`config.mk`:
```
export PLATFORM = sky130hd
export DESIGN_NAME = pc_unit
export DESIGN_NICKNAME = d
export VERILOG_FILES = /design/src/rtl/pc_unit.sv
export SDC_FILE = /design/constraint.sdc
export NUM_CORES = 1
export LEC_CHECK = 0
export CAP_MARGIN = 20
export CORE_AREA = 8 8 117 119
export CTS_CLUSTER_DIAMETER = 200
export DETAILED_ROUTE_END_ITERATION = 16
export DIE_AREA = 0 0 125 127
export GPL_ROUTABILITY_DRIVEN = 0
export PLACE_DENSITY = 0.67
export REMOVE_ABC_BUFFERS = 1
export SETUP_SLACK_MARGIN = 0.3
export SYNTH_ARGS = -nofsm -noshare
export SYNTH_HDL_FRONTEND = slang
export SYNTH_SLANG_ARGS = --single-unit
```
`constraint.sdc`:
```
create_clock -name clk -period 3.6 [get_ports clk]
set_input_delay 0.72 -clock clk [delete_from_list [all_inputs] [get_ports clk]]
set_output_delay 0.72 -clock clk [all_outputs]
set_load 0.03 [all_outputs]
```
`src/rtl/pc_unit.sv`:
```
// -----------------------------------------------------------------------------
// pc_unit -- program-counter unit for the CPU core fetch stage.
//
// Holds the fetch PC and moves it forward on each falling clock edge. At each
// edge the highest-priority request wins, in this order:
//   exception entry > exception return > redirect (new or buffered)
//   > sequential advance > hold
// A redirect that arrives while fetch is stalled is kept in a one-entry buffer
// until the stall is released. A newer stalled redirect replaces the buffered
// one. EPC holds the PC that was current when the exception was taken.
//
// Optional build macro:
//   PC_ALIGN_CHECK_EN -- a redirect target that is not STEP-aligned is trapped
//                        when it would be loaded. The unit then takes the
//                        exception vector and pulses adr_err. When the macro
//                        is undefined, the low target bits are cleared on
//                        load and adr_err is tied low.
//
// Parameters:
//   WIDTH      PC width in bits (>= 8)
//   RESET_ADDR PC value while reset is asserted
//   EXC_ADDR   exception vector
//   STEP       sequential increment (a power of two)
//
// Ports:
//   clk             in   clock; all state changes on the falling edge
//   rst             in   asynchronous, active-high reset
//   stall           in   hold PC; suppresses advance and redirect application
//   redirect_valid  in   branch/jump taken this cycle
//   redirect_target in   redirect destination
//   exc_req         in   take exception (ignores stall)
//   eret            in   return from exception (ignores stall)
//   pc              out  current fetch PC (registered)
//   epc             out  saved exception PC (registered)
//   pending         out  a buffered redirect is waiting for stall release
//   adr_err         out  one-cycle pulse on a trapped misaligned redirect
// -----------------------------------------------------------------------------
`default_nettype none

module pc_unit #(
  parameter int unsigned      WIDTH      = 32,
  parameter logic [WIDTH-1:0] RESET_ADDR = WIDTH'(0),
  parameter logic [WIDTH-1:0] EXC_ADDR   = WIDTH'(4),
  parameter int unsigned      STEP       = 4
) (
  input  logic             clk,
  input  logic             rst,
  input  logic             stall,
  input  logic             redirect_valid,
  input  logic [WIDTH-1:0] redirect_target,
  input  logic             exc_req,
  input  logic             eret,
  output logic [WIDTH-1:0] pc,
  output logic [WIDTH-1:0] epc,
  output logic             pending,
  output logic             adr_err
);

  // The low ALIGN_BITS bits of any legal fetch address are zero.
  localparam int unsigned      ALIGN_BITS = $clog2(STEP);
  localparam logic [WIDTH-1:0] ALIGN_MASK = WIDTH'((64'd1 << ALIGN_BITS) - 64'd1);
  localparam logic [WIDTH-1:0] STEP_W     = WIDTH'(STEP);

  // RUN: no buffered redirect. HELD: a redirect waits in pend_target_q.
  typedef enum logic {
    RUN  = 1'b0,
    HELD = 1'b1
  } state_t;

  state_t           state_q, state_d;
  logic [WIDTH-1:0] pc_q, pc_d;
  logic [WIDTH-1:0] epc_q, epc_d;
  logic [WIDTH-1:0] pend_target_q, pend_target_d;
  logic             buf_valid;
  logic             load_en;
  logic [WIDTH-1:0] load_target;
`ifdef PC_ALIGN_CHECK_EN
  logic             adr_err_q, adr_err_d;
`endif

  // ---------------------------------------------------------------------------
  // FSM: state register
  // ---------------------------------------------------------------------------
  always_ff @(negedge clk or posedge rst) begin
    if (rst) begin
      state_q <= RUN;
    end else begin
      state_q <= state_d;
    end
  end

  // ---------------------------------------------------------------------------
  // FSM: next-state logic
  // ---------------------------------------------------------------------------
  always_comb begin
    state_d = state_q;
    if (exc_req || eret) begin
      // Exception entry and return both discard any buffered redirect.
      state_d = RUN;
    end else if (stall) begin
      if (redirect_valid) begin
        state_d = HELD;
      end
    end else begin
      // Unstalled: a buffered or new redirect is consumed now (or trapped).
      state_d = RUN;
    end
  end

  // ---------------------------------------------------------------------------
  // FSM: outputs
  // ---------------------------------------------------------------------------
  always_comb begin
    buf_valid = (state_q == HELD);
    pending   = buf_valid;
    // A new redirect takes precedence over the buffered target.
    load_en     = !stall && (redirect_valid || buf_valid);
    load_target = redirect_valid ? redirect_target : pend_target_q;
  end

  // ---------------------------------------------------------------------------
  // Datapath next-state: PC, EPC, buffered target and trap pulse
  // ---------------------------------------------------------------------------
  always_comb begin
    pc_d          = pc_q;
    epc_d         = epc_q;
    pend_target_d = pend_target_q;
`ifdef PC_ALIGN_CHECK_EN
    adr_err_d     = 1'b0;
`endif

    if (exc_req) begin
      pc_d  = EXC_ADDR;
      epc_d = pc_q;
    end else if (eret) begin
      pc_d = epc_q;
    end else if (stall) begin
      // The alignment check is deferred until load time, so a stalled
      // redirect is buffered as is.
      if (redirect_valid) begin
        pend_target_d = redirect_target;
      end
    end else if (load_en) begin
`ifdef PC_ALIGN_CHECK_EN
      if ((load_target & ALIGN_MASK) != '0) begin
        // A misaligned target is handled exactly like an exception entry.
        pc_d      = EXC_ADDR;
        epc_d     = pc_q;
        adr_err_d = 1'b1;
      end else begin
        pc_d = load_target;
      end
`else
      pc_d = load_target & ~ALIGN_MASK;
`endif
    end else begin
      // Wraps modulo 2^WIDTH.
      pc_d = pc_q + STEP_W;
    end
  end

  // ---------------------------------------------------------------------------
  // Datapath registers
  // ---------------------------------------------------------------------------
  always_ff @(negedge clk or posedge rst) begin
    if (rst) begin
      pc_q          <= RESET_ADDR;
      epc_q         <= '0;
      pend_target_q <= '0;
    end else begin
      pc_q          <= pc_d;
      epc_q         <= epc_d;
      pend_target_q <= pend_target_d;
    end
  end

`ifdef PC_ALIGN_CHECK_EN
  always_ff @(negedge clk or posedge rst) begin
    if (rst) begin
      adr_err_q <= 1'b0;
    end else begin
      adr_err_q <= adr_err_d;
    end
  end

  assign adr_err = adr_err_q;
`else
  assign adr_err = 1'b0;
`endif

  assign pc  = pc_q;
  assign epc = epc_q;

endmodule

`default_nettype wire

```
==> Word level (Yosys, flattened, before mapping) <==
Cells that the tools add are included.
{ "op_classes": {"muxes": 8, "reduce_logical": 6, "addsub": 1, "bitwise": 2, "n_eq_ne": 2} }
{ "ops": {"columns": ["op", "count"], "rows": [
  ["two-way mux 32 bit", 5],
  ["adder 32 x 3 -> 32 bit (second input constant)", 1],
  ["inequality test 3 x 1 -> 1 bit (second input constant)", 2],
  ["AND reduction 4 bit", 1],
  ["two-way mux 1 bit", 3],
  ["AND reduction 3 bit", 1],
  ["logical OR 1 bit", 2],
  ["NOT 1 bit", 2],
  ["logical AND 1 bit", 1],
  ["logical NOT 1 bit", 1]
]} }
{ "word_totals": {"in_bits": 38, "ff_bits": 97, "out_inout_bits": 66, "elab_cells": 24} }

==> Logic depth before layout (Yosys ltp) <==
{ "depth": {"ltp_word": 6, "ltp_mapped": 7} }

==> metrics <==
pin count of the biggest net entering global routing=37; Chip Width=between 100 and 150 um; H-tree Lvls=3; Register-to-Register Path Depth=7; flops & latches, synth=95; average cell area after synthesis=just under 10 um2; Synth top cells by count=dfrtn_1, mux2_2, nand2_1; Hold WC Path Type=flop to flop; Final Power=approximately 3300 uW; via count=5,346; die area=between 15,000 and 20,000 um2; Worst EP arrival=about 2.8 ns; Pwr Density=around 380 nW/um2; share of the synthesized area in the top cell type=between 40 and 50%; XOR/XNOR share of the synthesized area=under 10%; Synth Area in Adders=0.2415%; Worst-path clk slew=0.05 ns; Combinational Power Share=29.8%; fin nets=between 700 and 800; crit path max fanout=2; post-DP HPWL=11.67 mm; fin. max-slew vios=0; 1st-iter DRT viols=approximately 440; post-route ant nets=0; Cell Rows=40; Worst-Margin Slew=0.6238 ns; min-delay src=pend_target_q[2]$_DFFE_NP0P_; overall routing resource usage=between 20% and 30%; synth-to-layout area growth=68.67%; Sw Pwr=approximately 1000 uW; Clk network pwr share=31.0%; setup_tns=0 ns; Peak VDD IR=roughly 0.00027 V; Critical Path RT=between 2 and 3 ns; ys async rst share=100.0%; Setup crit start kind=flop; final wirelength=about 19 mm; Crit-path slowest cell=dfrtn_1; die height=between 100 and 150 um; Seq pwr share=between 30% and 40%; synthesized instance count=~520; Yosys cell types=60; Post-synth EDFFs=0; CP endpoint kind=primary output; Relative slew margins=between 50% and 60%; post-synthesis mux area share=between 10% and 20%; clk buf depth=2; main combinational cell family by area after synthesis=compound AO/OA/AOI/OAI gates; first-pass iteration count of the detailed router=5; synth warn=0; Worst-Skew Late Latency=between 0.3 and 0.4 ns; Synth Area in Compound Gates=a little under a fifth; mapped cell area=between 5000 and 6000 um2; Largest stage delay, worst path=0.48 ns; Critical path buffers and inverters=1; # setup viols final=0; # diodes=0; Pleak=0.004056 uW; sw frac=between 30 and 40%; GRT Residual Overflow=0; Clock Tree Root=clkbuf_16; prevailing post-synth register cell=dfrtn_1; unrepaired setup endpoints after global routing=true; Clock Skew=about 0.007 ns; DRC viols=0; vias in the first global route=5,338; core area=approximately 12,000 um2; most frequent cell after synthesis=dfrtn_1; CP Cell Sequence=buf_6; WL/cell=21.37 um; Worst R2R Setup Slack=around 1.2 ns; status=complete, no violations; top cells by area, synth=dfrtn_1, mux2_2, nand2_1; CTS Sinks=95; # port buffers=100; Via density=between 5 and 6; Endpoint, Worst Hold=pend_target_q[2]$_DFFE_NP0P_; io pins=about 100; initial antenna violation count=0; CTS tree=built; post-synthesis sequential area ratio=between 40 and 50%; Worst Path Class, Setup=flop to primary output; Reg-to-Reg End=pc[16]$_DFFE_NP0P_; Synth area leader=dfrtn_1; Initial Utilization=between 40% and 50%; maximum capacitance violations=0; cell-internal power=between 2000 and 2500 uW; first-pass GRT wire length=28.51 mm; R2R Path Start=pc[2]$_DFFE_NP0P_; hold depth=1; layout cell share with drive strength beyond 1=roughly 50%; Fin. Hold Viols=0; Largest delay share family, worst path=flip-flops; Simple-Gate Fraction of Synth Area=about 15%; TritonCTS buffer count=9
## layer usage
| metal | track usage [%] | wire length, um | share of wire [%] |
|---|---|---|---|
| met2 | 37.20 | 9470 | 49 |
| met5 | 0 | 0 | 0 |
| met1 | 27.44 | 8068 | 42 |
| met3 | 5.865 | 1374 | 7.1 |
| met4 | 8.596 | 407 | 2.1 |
## power by group through the flow
| stage | clock (uW) | sequential, uW | combinational (uW) |
|---|---|---|---|
| final | 1040 | 1310 | 997 |
| after global routing | 1090 | 1320 | 1050 |
| after CTS | 1050 | 1300 | 876 |
| after detailed placement | 0 | 1330 | 684 |
| after global placement | 0 | 1320 | 670 |
| after floorplan | 0 | 1420 | 248 |
## sequential cells by signal (all words and copies together) (netlist names)
signal,count
pend_target_q,30
pc,32
epc,32
pending,1
## how the worst max path moves through the flow
stage / start / end / slack [ns] / depth (start not counted)
6_report: pc[13]$_DFFE_NP0P_ / pc[13] / 0.09 / 1
5_1_grt: stall / pc[13]$_DFFE_NP0P_ / 0.05 / 8
4_1_cts: pc[13]$_DFFE_NP0P_ / pc[13] / 0.09 / 1
3_5_place_dp: stall / pc[30]$_DFFE_NP0P_ / -0.73 / 8
3_3_place_gp: stall / pc[29]$_DFFE_NP0P_ / -0.68 / 8
2_1_floorplan: rst / epc[0]$_DFFE_NP0P_ / -1.27 / 1
## per-stage QoR
stage	instances	hold slack, ns	setup WS, ns	util, %	cell area (um2)
after floorplan	484	0.4332	-1.268	-	5020
after global placement	795	0.4424	-0.6773	56.18	6635
after detailed placement	795	0.4493	-0.7301	56.18	6635
after CTS	872	0.4546	0.08851	67.94	8025
after global routing	904	0.4677	0.05430	73.97	8737
final	904	0.4554	0.08511	73.97	8737
## placed cells by master (no fill, tap or decap), drive strengths merged, types with 3 or more instances in the layout
master         instances
a22o                   3
inv                   14
o22ai                  6
mux2                  62
o21ai                 30
o311ai                 3
a221oi                 6
a21oi                 35
clkbuf                13
nand2                 54
and3                  10
o211ai                12
a211oi                 3
buf                  223
a31o                   3
mux2i                  6
o211a                  6
nand2b                 6
nor2                  31
dlygate4sd2            8
o31ai                  7
nand3                 11
xor2                   7
dfrtn                 95
clkdlybuf4s50         15
o21a                   3
a31oi                  4
a21o                   3
dlymetal6s2s           8
nand4                 10
xnor2                  4
nor3                  10
a221o                  3
and4                   8
## cells by family (layout without fill, tap and decap cells)
group | count (synthesis) | in the layout
AO/OA/AOI/OAI | 143 | 143
multiplexers | 68 | 68
buffers and inverters | 52 | 287
flip-flops | 95 | 95
other | 1 | 1
XOR/XNOR | 11 | 11
adder cells (fa/ha/maj) | 1 | 1
AND/OR/NAND/NOR | 151 | 151
## final cells by class
cell class / count / area [um2]
inverter: 14 / 62.56
multi-input combinational: 375 / 3068
sequential: 95 / 2377
tap: 147 / 183.9
clock buffer: 10 / 229.0
fill: 760 / 3074
timing repair buffer: 257 / 2731
clock inverter: 6 / 85.08
## repair_timing
| action | in CTS | in global routing |
|---|---|---|
| hold buffers | 0 | 0 |
| gates resized for setup | 167 | 97 |
| setup buffers | 58 | 29 |
| pin swaps | 39 | 40 |
| cloned | 3 | 3 |
| endpoints found under the setup margin | 128 | 127 |
| hold endpoints to repair | 0 | 0 |
Power figures use the tool's default switching activity.
